===== config.mk =====
export PLATFORM = sky130hd
export DESIGN_NAME = vga_timing_rx
export DESIGN_NICKNAME = d
export VERILOG_FILES = /design/src/rtl/vga_timing_rx.sv
export SDC_FILE = /design/constraint.sdc
export NUM_CORES = 1
export LEC_CHECK = 0
export ABC_CLOCK_PERIOD_IN_PS = 4200
export CORE_MARGIN = 1.5
export CORE_UTILIZATION = 60
export CTS_CLUSTER_SIZE = 30
export DETAILED_ROUTE_END_ITERATION = 10
export PLACE_DENSITY = 0.84
export SYNTH_ARGS = -nofsm -noshare
export SYNTH_HDL_FRONTEND = slang
export SYNTH_SLANG_ARGS = --single-unit

===== constraint.sdc =====
create_clock -name clk -period 4.2 [get_ports clk]
set_clock_uncertainty 0.15 [all_clocks]
set_input_delay 0.84 -clock clk [delete_from_list [all_inputs] [get_ports clk]]
set_output_delay 0.84 -clock clk [all_outputs]
set_load 0.005 [all_outputs]

===== src/rtl/vga_timing_rx.sv =====
`timescale 1ns/1ps
// VGA timing receiver: measures line and frame geometry from incoming syncs,
// locks once a full frame confirms the measurement, and emits pixel coordinates.
module vga_timing_rx #(
    parameter int unsigned H_LIMIT = 4095,
    parameter int unsigned V_LIMIT = 1023
) (
    input  logic        clk,
    input  logic        reset_n,
    input  logic        hsync_in,
    input  logic        vsync_in,
    input  logic        video_on_in,
    output logic [15:0] pixel_x,
    output logic [15:0] pixel_y,
    output logic        pixel_valid,
    output logic        line_start,
    output logic        frame_start,
    output logic        locked,
    output logic [15:0] h_total,
    output logic [15:0] v_total,
    output logic        sync_error
);

    typedef enum logic [1:0] {SEARCH, MEASURE, VERIFY, LOCKED} state_t;

    localparam logic [15:0] H_SAT = 16'(H_LIMIT + 1);
    localparam logic [15:0] V_SAT = 16'(V_LIMIT + 1);

    state_t      state;
    state_t      next_state;
    logic        hs_r, vs_r, vo_r;
    logic        hs_p, vs_p, vo_p;
    logic        hs_rise, vs_rise, vo_fall;
    logic [15:0] h_cnt, v_cnt;
    logic [15:0] h_meas, v_meas;
    logic        h_have;
    logic        h_sat, v_sat;
    logic        lock_fail;

    always_ff @(posedge clk or negedge reset_n) begin
        if (!reset_n) begin
            hs_r <= 1'b0;
            vs_r <= 1'b0;
            vo_r <= 1'b0;
            hs_p <= 1'b0;
            vs_p <= 1'b0;
            vo_p <= 1'b0;
        end else begin
            hs_r <= hsync_in;
            vs_r <= vsync_in;
            vo_r <= video_on_in;
            hs_p <= hs_r;
            vs_p <= vs_r;
            vo_p <= vo_r;
        end
    end

    assign hs_rise = hs_r & ~hs_p;
    assign vs_rise = vs_r & ~vs_p;
    assign vo_fall = ~vo_r & vo_p;
    assign h_sat   = (h_cnt == H_SAT);
    assign v_sat   = (v_cnt == V_SAT);

    // At a vsync edge, h_cnt and v_cnt still hold the length of the line and
    // frame that just ended; the reload takes effect on the same clock.
    always_ff @(posedge clk or negedge reset_n) begin
        if (!reset_n) begin
            h_cnt <= '0;
            v_cnt <= '0;
        end else begin
            if (hs_rise)
                h_cnt <= 16'd1;
            else if (!h_sat)
                h_cnt <= h_cnt + 16'd1;

            if (vs_rise)
                v_cnt <= 16'd1;
            else if (hs_rise && !v_sat)
                v_cnt <= v_cnt + 16'd1;
        end
    end

    always_ff @(posedge clk or negedge reset_n) begin
        if (!reset_n)
            state <= SEARCH;
        else
            state <= next_state;
    end

    // Line length is judged before frame length, so a bad line on a
    // simultaneous hsync/vsync edge wins.
    always_comb begin
        next_state = state;
        lock_fail  = 1'b0;
        case (state)
            SEARCH: begin
                if (vs_rise)
                    next_state = MEASURE;
            end
            MEASURE: begin
                if (hs_rise && h_have && (h_cnt != h_meas))
                    next_state = SEARCH;
                else if (vs_rise)
                    next_state = (h_have || hs_rise) ? VERIFY : SEARCH;
            end
            VERIFY: begin
                if (hs_rise && (h_cnt != h_meas))
                    next_state = SEARCH;
                else if (vs_rise)
                    next_state = (v_cnt == v_meas) ? LOCKED : SEARCH;
            end
            LOCKED: begin
                if ((hs_rise && (h_cnt != h_total)) || (vs_rise && (v_cnt != v_total))) begin
                    next_state = SEARCH;
                    lock_fail  = 1'b1;
                end
            end
            default: next_state = SEARCH;
        endcase
        if (h_sat || v_sat) begin
            next_state = SEARCH;
            lock_fail  = (state == LOCKED);
        end
    end

    always_comb begin
        locked = (state == LOCKED);
    end

    always_ff @(posedge clk or negedge reset_n) begin
        if (!reset_n) begin
            h_meas  <= '0;
            v_meas  <= '0;
            h_have  <= 1'b0;
            h_total <= '0;
            v_total <= '0;
        end else begin
            if ((state == MEASURE) && hs_rise && !h_have)
                h_meas <= h_cnt;
            h_have <= ((state == MEASURE) && (next_state == MEASURE)) ? (h_have | hs_rise) : 1'b0;
            if ((state == MEASURE) && (next_state == VERIFY))
                v_meas <= v_cnt;
            if ((state == VERIFY) && (next_state == LOCKED)) begin
                h_total <= h_meas;
                v_total <= v_meas;
            end
        end
    end

    always_ff @(posedge clk or negedge reset_n) begin
        if (!reset_n) begin
            line_start  <= 1'b0;
            frame_start <= 1'b0;
            sync_error  <= 1'b0;
            pixel_valid <= 1'b0;
            pixel_x     <= '0;
            pixel_y     <= '0;
        end else begin
            line_start  <= hs_rise;
            frame_start <= vs_rise;
            sync_error  <= lock_fail;
            pixel_valid <= vo_r & locked;

            if (vo_r && vo_p)
                pixel_x <= (pixel_x == 16'hFFFF) ? pixel_x : pixel_x + 16'd1;
            else
                pixel_x <= '0;

            if (vs_rise)
                pixel_y <= '0;
            else if (vo_fall && (pixel_y != 16'hFFFF))
                pixel_y <= pixel_y + 16'd1;
        end
    end

endmodule


; After elaboration in Yosys (flattened, before gate mapping)
; Index checks and enable logic that the tools add are counted.
[classes]
addsub = 4
n_eq_ne = 16
muxes = 22
bitwise_logic = 8
reduce_logical = 21
[ops]
columns = op, count
row1 = two-way mux 16 bit, 8
row2 = "adder 16 x 1 -> 16 bit, second input constant", 4
row3 = != test 16 bit, 3
row4 = two-way mux 2 bit, 9
row5 = "equality test 16 x 11 -> 1 bit, second input constant", 1
row6 = "equality test 16 x 13 -> 1 bit, second input constant", 1
row7 = equality test 16 bit, 1
row8 = "equality test 16 bit, second input constant", 1
row9 = "!= test 16 bit, second input constant", 1
row10 = logical AND 1 bit, 13
row11 = "equality test 2 bit, second input constant", 4
row12 = one-hot mux 2 bit (4 select lines), 1
row13 = AND 1 bit, 4
row14 = "equality test 2 x 1 -> 1 bit, second input constant", 2
row15 = two-way mux 1 bit, 4
row16 = "!= test 2 bit, second input constant", 2
row17 = nonzero test 2 bit, 2
row18 = logical OR 1 bit, 3
row19 = inverter 1 bit, 3
row20 = zero test 1 bit, 2
row21 = zero test 2 bit, 1
row22 = bitwise OR 1 bit, 1
[word_totals]
register_bits = 141
input_bits = 5
out_inout_bits = 69
wordCells = 91

; Logic depth before layout (Yosys ltp)
; Gate-level depths: netlist of the first run.
[depth]
depth_word = 11
mapped_depth = 10
mapped_depth_nobuf = 8

; Worst setup path before layout of the first run
; OpenSTA, ideal clock, no wires.
[synth_timing]
path_kind = register to register
start = register h_cnt[0]
end = register h_total[14]
setup_time_ns = 0.125
t_arrival_ns = 2.030
t_required_ns = 3.925
setup_slack_ns = 1.895
stages_incl_launch_ff = 11
path_buffers = 2
synth_period_minus_slack_ns = 2.305
cell_sequence = dfrtp_1 > buf_4 > inv_1 > ha_1 > nor4b_1 > nand4_1 > nand2_1 > a21oi_1 > nand2_2 > buf_6 > mux2_2
[synth_between]
elab_chain_len = 8
elab_cells_between_ends = 15
cone_classes = eq/ne: 4 / mux: 5 / reduce/logical: 6
[synth_lines]
columns = element, line
row1 = from (decl), 34  ; logic [15:0] h_cnt, v_cnt;
row2 = from (signal assigned), 74  ; h_cnt <= h_cnt + 16'd1;
row3 = != test 16 bit, 113  ; if ((hs_rise && (h_cnt != h_total)) || (vs_rise && (v_cnt != v_total))) begin
row4 = logical AND 1 bit, 113
row5 = logical OR 1 bit, 113
row6 = two-way mux 2 bit, 113
row7 = one-hot mux 2 bit (4 select lines), 95  ; case (state)
row8 = two-way mux 2 bit (*), 120  ; if (h_sat || v_sat) begin
row9 = equality test 2 bit (*), 143  ; if ((state == VERIFY) && (next_state == LOCKED)) begin
row10 = logical AND 1 bit (*), 143
row11 = to (signal assigned), 144  ; h_total <= h_meas;
row12 = to (decl), 19  ; output logic [15:0] h_total,
; Every way passes the cells marked *; elsewhere a longest branch is shown, timed or not.
; A chain may end at the register's enable or synchronous reset.

; Worst setup path in the final report of the first run
[layout_timing]
start = register v_cnt[0]
end = register h_total[4]
[layout_between]
elab_chain_len = 8
elab_cells_between_ends = 14
cone_classes = eq/ne: 4 / mux: 6 / reduce/logical: 4
[layout_lines]
columns = element, line
row1 = from (decl), 34
row2 = from (signal assigned), 79  ; v_cnt <= v_cnt + 16'd1;
row3 = equality test 16 bit / != test 16 bit (equally long branches), "110, 113"
row4 = two-way mux 2 bit / logical AND 1 bit (equally long branches), "110, 113"
row5 = two-way mux 2 bit / logical OR 1 bit (equally long branches), "109, 113"
row6 = "two-way mux 2 bit, on equally long branches", "107, 113"
row7 = one-hot mux 2 bit (4 select lines), 95
row8 = two-way mux 2 bit (*), 120
row9 = equality test 2 bit (*), 143
row10 = logical AND 1 bit (*), 143
; Marks and branches as above.

==> results of run 1 <==
## cell type report
type,count,area share (%)
timing repair buffer,76,9.19
clock inverter,15,2.35
sequential,141,42.3
multi-input combinational,425,38.2
clock buffer,17,5.10
tap,143,2.14
inverter,15,0.675
## worst max-delay path, cell delays in order (launching register included)
cell and delay (ns):
dfrtp_1 0.49, inv_1 0.11, ha_1 0.15, nor4b_1 0.45
nand4_1 0.19, nand2_1 0.22, a21oi_1 0.10, nand2_2 0.71
mux2_2 0.42
## report_power, final
part	total (mW)	switching, mW	leakage, nW	internal, mW
Sequential	1.60	0.143	1.93	1.45
Combinational	0.501	0.260	1.85	0.241
Clock	1.56	0.571	0.295	0.990
Total	3.66	0.974	4.07	2.68
## sequential cells by signal (all words and copies together) (netlist names)
signal / cells
vs_p: 1
pixel_x: 16
hs_p: 1
pixel_valid: 1
h_cnt: 16
vo_p: 1
h_have: 1
h_total: 16
v_total: 16
vo_r: 1
v_meas: 16
v_cnt: 16
pixel_y: 16
sync_error: 1
h_meas: 16
vs_r: 1
line_start: 1
state: 2
frame_start: 1
hs_r: 1
## metal layers
layer / routed length [um] / part of all wire (%)
met4: 248 / 1.7
met3: 600 / 4.0
met5: 0 / 0
met1: 6340 / 42
met2: 7810 / 52
## path summary, 6_finish.rpt
check | to | slack [ns] | cells past startpoint
setup / recovery | h_total[4]$_DFFE_PN0P_ | 1.07 | 8
setup reg to reg | h_total[4]$_DFFE_PN0P_ | 1.07 | 8
min in group asynchronous | frame_start$_DFF_PN0_ | 0.34 | 1
hold reg to reg | vs_p$_DFF_PN0_ | 0.23 | 0
hold / removal | vs_p$_DFF_PN0_ | 0.23 | 0
max in group asynchronous | vo_r$_DFF_PN0_ | 2.75 | 2
## cells in the final DEF (no fill, tap or decap), types with 6 or more instances in the layout
cell type	count
or3_1	6
inv_1	14
and4_1	6
nor4b_1	6
a21oi_1	12
clkbuf_16	17
nand3_1	26
ha_1	6
nor3_1	13
nand4_1	19
and3_1	9
o21ai_0	8
xnor2_1	27
xor2_1	89
nor2_1	62
mux2_2	47
nor4_1	21
dfrtp_1	141
clkdlybuf4s50_1	72
mux2_4	16
nand2_1	26
## kinds of logic (layout without fill, tap and decap cells)
group,after synthesis,in the layout,synth area share [%]
AO/OA/AOI/OAI,31,31,3.23
adder cells (fa/ha/maj),6,6,1.07
AND/OR/NAND/NOR,206,206,15.3
multiplexers,66,66,11.4
flip-flops,141,141,50.3
buffers and inverters,55,123,4.18
XOR/XNOR,116,116,14.5
## metrics by stage
stage / std cells / instance area, sq um
after floorplan: 621 / 7010
after global placement: 800 / 7720
after detailed placement: 800 / 7720
after CTS: 832 / 8340
after global routing: 832 / 8340
final: 832 / 8340
==> results.md, run 1 <==
- Initial core utilization: 61.4%
- 1st-iter DRT viols: 234
- Pwr dens: 438 mW/mm^2
- Top cell type's share of synthesized area: 50.3%
- Post-DP HPWL: 9.96 mm
- Reg clk slew, reported paths: 0.06 ns
- Fin. Hold Viols: 0
- Pre-antenna DRT Iters: 5
- Routed Antenna Nets: 0
- Met2 Track Usage GR: 44.0%
- Max-slew violations: 0
- Gpl congestion: 0.860
- P&R area growth vs syn: 19.0%
- RSZ-0062 raised after global routing: no
- Cts repair resizes: 0
- Maxcap violations: 0
- Count leader, synth: dfrtp_1
- Ys flop type: dfrtp_1
- CP required: 4.35 ns
- Final period utilization: 74.6%
- CTS root buf: clkbuf_16
- CP endpoint kind: flop
- Synth warnings: 0
- Vias in the first global route: 4954
- DIE WIDTH: 111 um
- Status: complete, no violations
- Min-delay src: vs_r$_DFF_PN0_
- Met1 Usage GRT: 33.1%
- CP Data Arrival Time: 3.28 ns
- Synth top cells by count: dfrtp_1 (141), xor2_1 (89), nor2_1 (62), mux2_2 (47), xnor2_1 (27)
- Reg-to-Reg Start: v_cnt[0]$_DFFE_PN0P_
- Post-CTS Setup Repair Bufs: 0
- Area of the multi-input gates: 0.00319 sq mm
- Mapped Cells: 621
- Die ar.: 0.0123 sq mm
- Setup-failing EPs final: 0
- Setup TNS: 0 ns
- Mean Syn Cell Area: 11.3 sq um
- Seq. cell area: 0.00353 sq mm
- CTS Sinks: 141
- Std-Cell Rows: 39
- Hold/Removal Path Class: reg2reg
- Leak: 4.07 nW
- Largest net degree at the start of global routing: 91
- CTS tree: built
- Die height: 111 um
- Core area: 0.0114 sq mm
- IO Pins: 74
- Worst-margin pin slew: 0.901 ns
- Final min period: 3.13 ns
- #FFs+latches synth: 141
- Fraction of registers with async set or reset after synthesis: 100%
- Dominant cells by area after synthesis: dfrtp_1 (50%), xor2_1 (11%), mux2_2 (7.5%), mux2_4 (3.4%), xnor2_1 (3.4%)
- Routed vias: 4845
- Crit Path Max Fanout: 32
- Total CTS buffers: 17
- Final Util: 73.1%
- Place WS: 1.12 ns
- Most Used Layer, Global Route: met2
- Setup ws final: 1.07 ns
- EDFF count, synth: 0
- Slew headroom: 39.7%
- WL final: 15.0 mm
- Antenna cells: 0
- CTS Hold Bufs: 0
- I/O Buffers: 73
- Setup crit start kind: flop
- Crit. Startpoint: v_cnt[0]$_DFFE_PN0P_
- Clock Tree Buf Depth: 2
- Clock latency on the worst-skew pair: 0.42 ns
- Final #Nets: 687
- Initial antenna violation count: 0
- Critical path type: reg2reg
- Syn_nets: 632
- Upper clock frequency limit: 0.319 GHz
- Peak VDD IR: 0.341 mV
- Grt met3 use: 6.34%
- Library cells used by synthesis: 47
- H-tree depth: 4
- Layout cells sized above 1: 15.7%
- DR DRC count: 0
- Overall power: 3.66 mW
- Mapped cell area: 0.00701 sq mm
- Fill cell count: 785
- Hold slack: 0.227 ns
- Detailed-route wire length per cell: 18.0 um
- Sequential area share after synthesis: 50.3%
- Average vias per placed instance: 5.82
- Grt ovf: 0
- Total GRT Usage: 26.2%
- First-pass GRT wire length: 25.4 mm
- Synth area leader: dfrtp_1
(Power assumes the default switching activity.)
==> inputs of run 2 (changes only) <==
==> config.mk (replaced) <==
export PLATFORM = sky130hd
export DESIGN_NAME = vga_timing_rx
export DESIGN_NICKNAME = d
export VERILOG_FILES = /design/src/rtl/vga_timing_rx.sv
export SDC_FILE = /design/constraint.sdc
export NUM_CORES = 1
export LEC_CHECK = 0
export ABC_CLOCK_PERIOD_IN_PS = 3300
export CORE_MARGIN = 1.5
export CORE_UTILIZATION = 57
export CTS_CLUSTER_SIZE = 30
export DETAILED_ROUTE_END_ITERATION = 10
export PLACE_DENSITY = 0.8
export SYNTH_ARGS = -nofsm -noshare
export SYNTH_HDL_FRONTEND = slang
export SYNTH_SLANG_ARGS = --single-unit
==> constraint.sdc (replaced) <==
create_clock -name clk -period 3.3 [get_ports clk]
set_clock_uncertainty 0.15 [all_clocks]
set_input_delay 0.66 -clock clk [delete_from_list [all_inputs] [get_ports clk]]
set_output_delay 0.66 -clock clk [all_outputs]
set_load 0.005 [all_outputs]
==> run 2 against run 1 <==
Via count rose by 1.5%. Critical path depth rose by 1. Sequential share of layout area fell by 0.36 points. Register-to-register slack got worse by 0.84 ns. Clock power rose by 33%. Sequential power rose by 27%. Flip-flop and latch count did not move. Utilization fell by 3.0 points. Worst setup slack got worse by 0.84 ns. Die area rose by 5.1%. Largest cell class unchanged.
==> results.md, run 2 (synthesis gave the netlist of run 1 again) <==
- Status: complete, no violations
- Peak VDD IR: 0.404 mV (+18%)
- Setup ws final: 0.226 ns (-0.843 ns)
- Vias in the first global route: 5088 (+2.7%)
- Fin. Hold Viols: 0 (unchanged)
- Maxcap violations: 0 (unchanged)
- Antenna cells: 0 (unchanged)
- Gpl congestion: 0.874 (+1.5%)
- Final min period: 3.07 ns (-0.0571 ns)
- Pre-antenna DRT Iters: 4 (-1)
- Cts repair resizes: 0 (unchanged)
- Total GRT Usage: 24.9% (-1.3 points)
- Leak: 4.11 nW (+0.86%)
- Max-slew violations: 0 (unchanged)
- CP required: 3.45 ns (-0.90 ns)
- Std-Cell Rows: 40 (+2.6%)
- Most frequent cells in the layout: dfrtp_1 (141), xor2_1 (89), clkdlybuf4s50_1 (72)
- Grt ovf: 0 (unchanged)
- Clock Tree Buf Depth: 2 (unchanged)
- Reg2Reg Setup Slack: 0.23 ns (-0.84 ns)
- Final #Nets: 692 (+0.73%)
- Power share of the clock group: 43.8% (+1.1 points)
- Largest net degree at the start of global routing: 66 (-27%)
- Total CTS buffers: 17 (unchanged)
- Psw: 1.25 mW (+28%)
- DR DRC count: 0 (unchanged)
- First-pass GRT wire length: 25.5 mm (+0.19%)
- Die ar.: 0.0130 sq mm (+5.1%)
- Crit Path Max Fanout: 17 (-47%)
- Clock latency on the worst-skew pair: 0.42 ns (about the same)
- Pwr dens: 563 mW/mm^2 (+28%)
- Post-CTS Setup Repair Bufs: 0 (unchanged)
- CTS tree: built
- Comb power frac: 13.4% (-0.3 points)
- Overall power: 4.73 mW (+29%)
- Final period utilization: 93.2% (+19 points)
- Fin area: 0.00842 sq mm (+0.87%)
- Initial antenna violation count: 0 (unchanged)
- I/O Buffers: 73 (unchanged)
- Slew headroom: 52.4% (+13 points)
- WL final: 15.0 mm (+0.33%)
- Setup-failing EPs final: 0 (unchanged)
- Core area: 0.0120 sq mm (+5.2%)
- Fill cell count: 840 (+7.0%)
- Setup TNS: 0 ns (unchanged)
- RSZ-0062 raised after global routing: no
- H-tree depth: 4 (unchanged)
- Switching portion of total power: 26.4% (-0.28 points)
- Worst-margin pin slew: 0.711 ns (-0.190 ns)
- 1st-iter DRT viols: 285 (+22%)
- Critical path type: reg2reg
- Average vias per placed instance: 5.85 (+0.40%)
- Setup crit start kind: flop
- P&R area growth vs syn: 20.0%
- Die height: 114 um (+2.5%)
- CTS Hold Bufs: 0 (unchanged)
- Cell-internal power: 3.49 mW (+30%)
- Place WS: 0.283 ns (-0.836 ns)
- Layout cells sized above 1: 16.3% (+0.61 points)
- Hold/Removal Path Class: in2async
- CTS root buf: clkbuf_16
- Post-DP HPWL: 10.3 mm (+3.3%)
- CP Data Arrival Time: 3.22 ns (-0.06 ns)
- Seq pwr share: 42.8% (-0.8 points)
- Placed cell area: 0.00776 sq mm (+0.55%)
- Initial core utilization: 58.4% (-3.0 points)
- CTS Sinks: 141 (unchanged)
- Upper clock frequency limit: 0.325 GHz (+1.9%)
- Detailed-route wire length per cell: 17.9 um (-0.75%)
- Routed Antenna Nets: 0 (unchanged)
- CP endpoint kind: flop
- IO Pins: 74 (unchanged)
- Commonest non-fill, non-tap cell in the layout: dfrtp_1
- Routed vias: 4917 (+1.5%)
- DIE WIDTH: 114 um (+2.5%)
- Reg clk slew, reported paths: 0.06 ns (about the same)
## run 2: power by group through the flow
stage               Combinational, mW  Clock (mW)  Sequential, mW
floorplan                       0.473           0            1.97
global placement                0.612           0            2.04
detailed placement              0.631           0            2.05
CTS                             0.638        2.10            2.03
global route                    0.699        2.17            2.05
finish                          0.633        2.07            2.03
## run 2: stage by stage
| step | hold WS [ns] | util (%) | cells |
|---|---|---|---|
| 3_3_place_gp | 0.213 | 64.6 | 809 |
| 5_1_grt | 0.127 | 70.1 | 841 |
| 6_report | 0.0958 | 70.1 | 841 |
| 2_1_floorplan | 0.205 | - | 621 |
| 4_1_cts | 0.107 | 70.1 | 841 |
| 3_5_place_dp | 0.222 | 64.6 | 809 |
## run 2: worst max-delay path, stage by stage (launching register included)
cell and delay [ns]:
dfrtp_1 0.49, inv_1 0.10, ha_1 0.14, nor4b_1 0.31, nand4_1 0.32, nand2_1 0.25
a21oi_1 0.10, nand2_2 0.35, buf_4 0.34, mux2_2 0.38
## run 2: worst paths after layout
| path | from | cells past startpoint | to |
|---|---|---|---|
| max in group asynchronous | reset_n | 2 | v_cnt[4]$_DFFE_PN0P_ |
| min | reset_n | 1 | frame_start$_DFF_PN0_ |
| min reg2reg | vs_r$_DFF_PN0_ | 0 | vs_p$_DFF_PN0_ |
| max reg2reg | h_cnt[0]$_DFFE_PN0P_ | 9 | h_total[14]$_DFFE_PN0P_ |
| max | h_cnt[0]$_DFFE_PN0P_ | 9 | h_total[14]$_DFFE_PN0P_ |
| min in group clk | vs_r$_DFF_PN0_ | 0 | vs_p$_DFF_PN0_ |
## run 2: layout make-up
class | count | area (sq um) | share of cell area, %
clock buffer | 20 | 467 | 5.55
clock inverter | 12 | 185 | 2.20
inverter | 15 | 56.3 | 0.669
multi-input combinational | 425 | 3190 | 37.9
sequential | 141 | 3530 | 41.9
tap | 147 | 184 | 2.19
timing repair buffer | 81 | 805 | 9.56
## run 2: per-layer routing
layer  track usage, %  vias to the layer above  part of all wire, %
met3             5.53                       21                  3.7
met2             43.1                      135                   52
li1                 -                     2259                    -
met5                0                        -                    0
met1             30.7                     2502                   42
met4             9.33                        0                  1.5
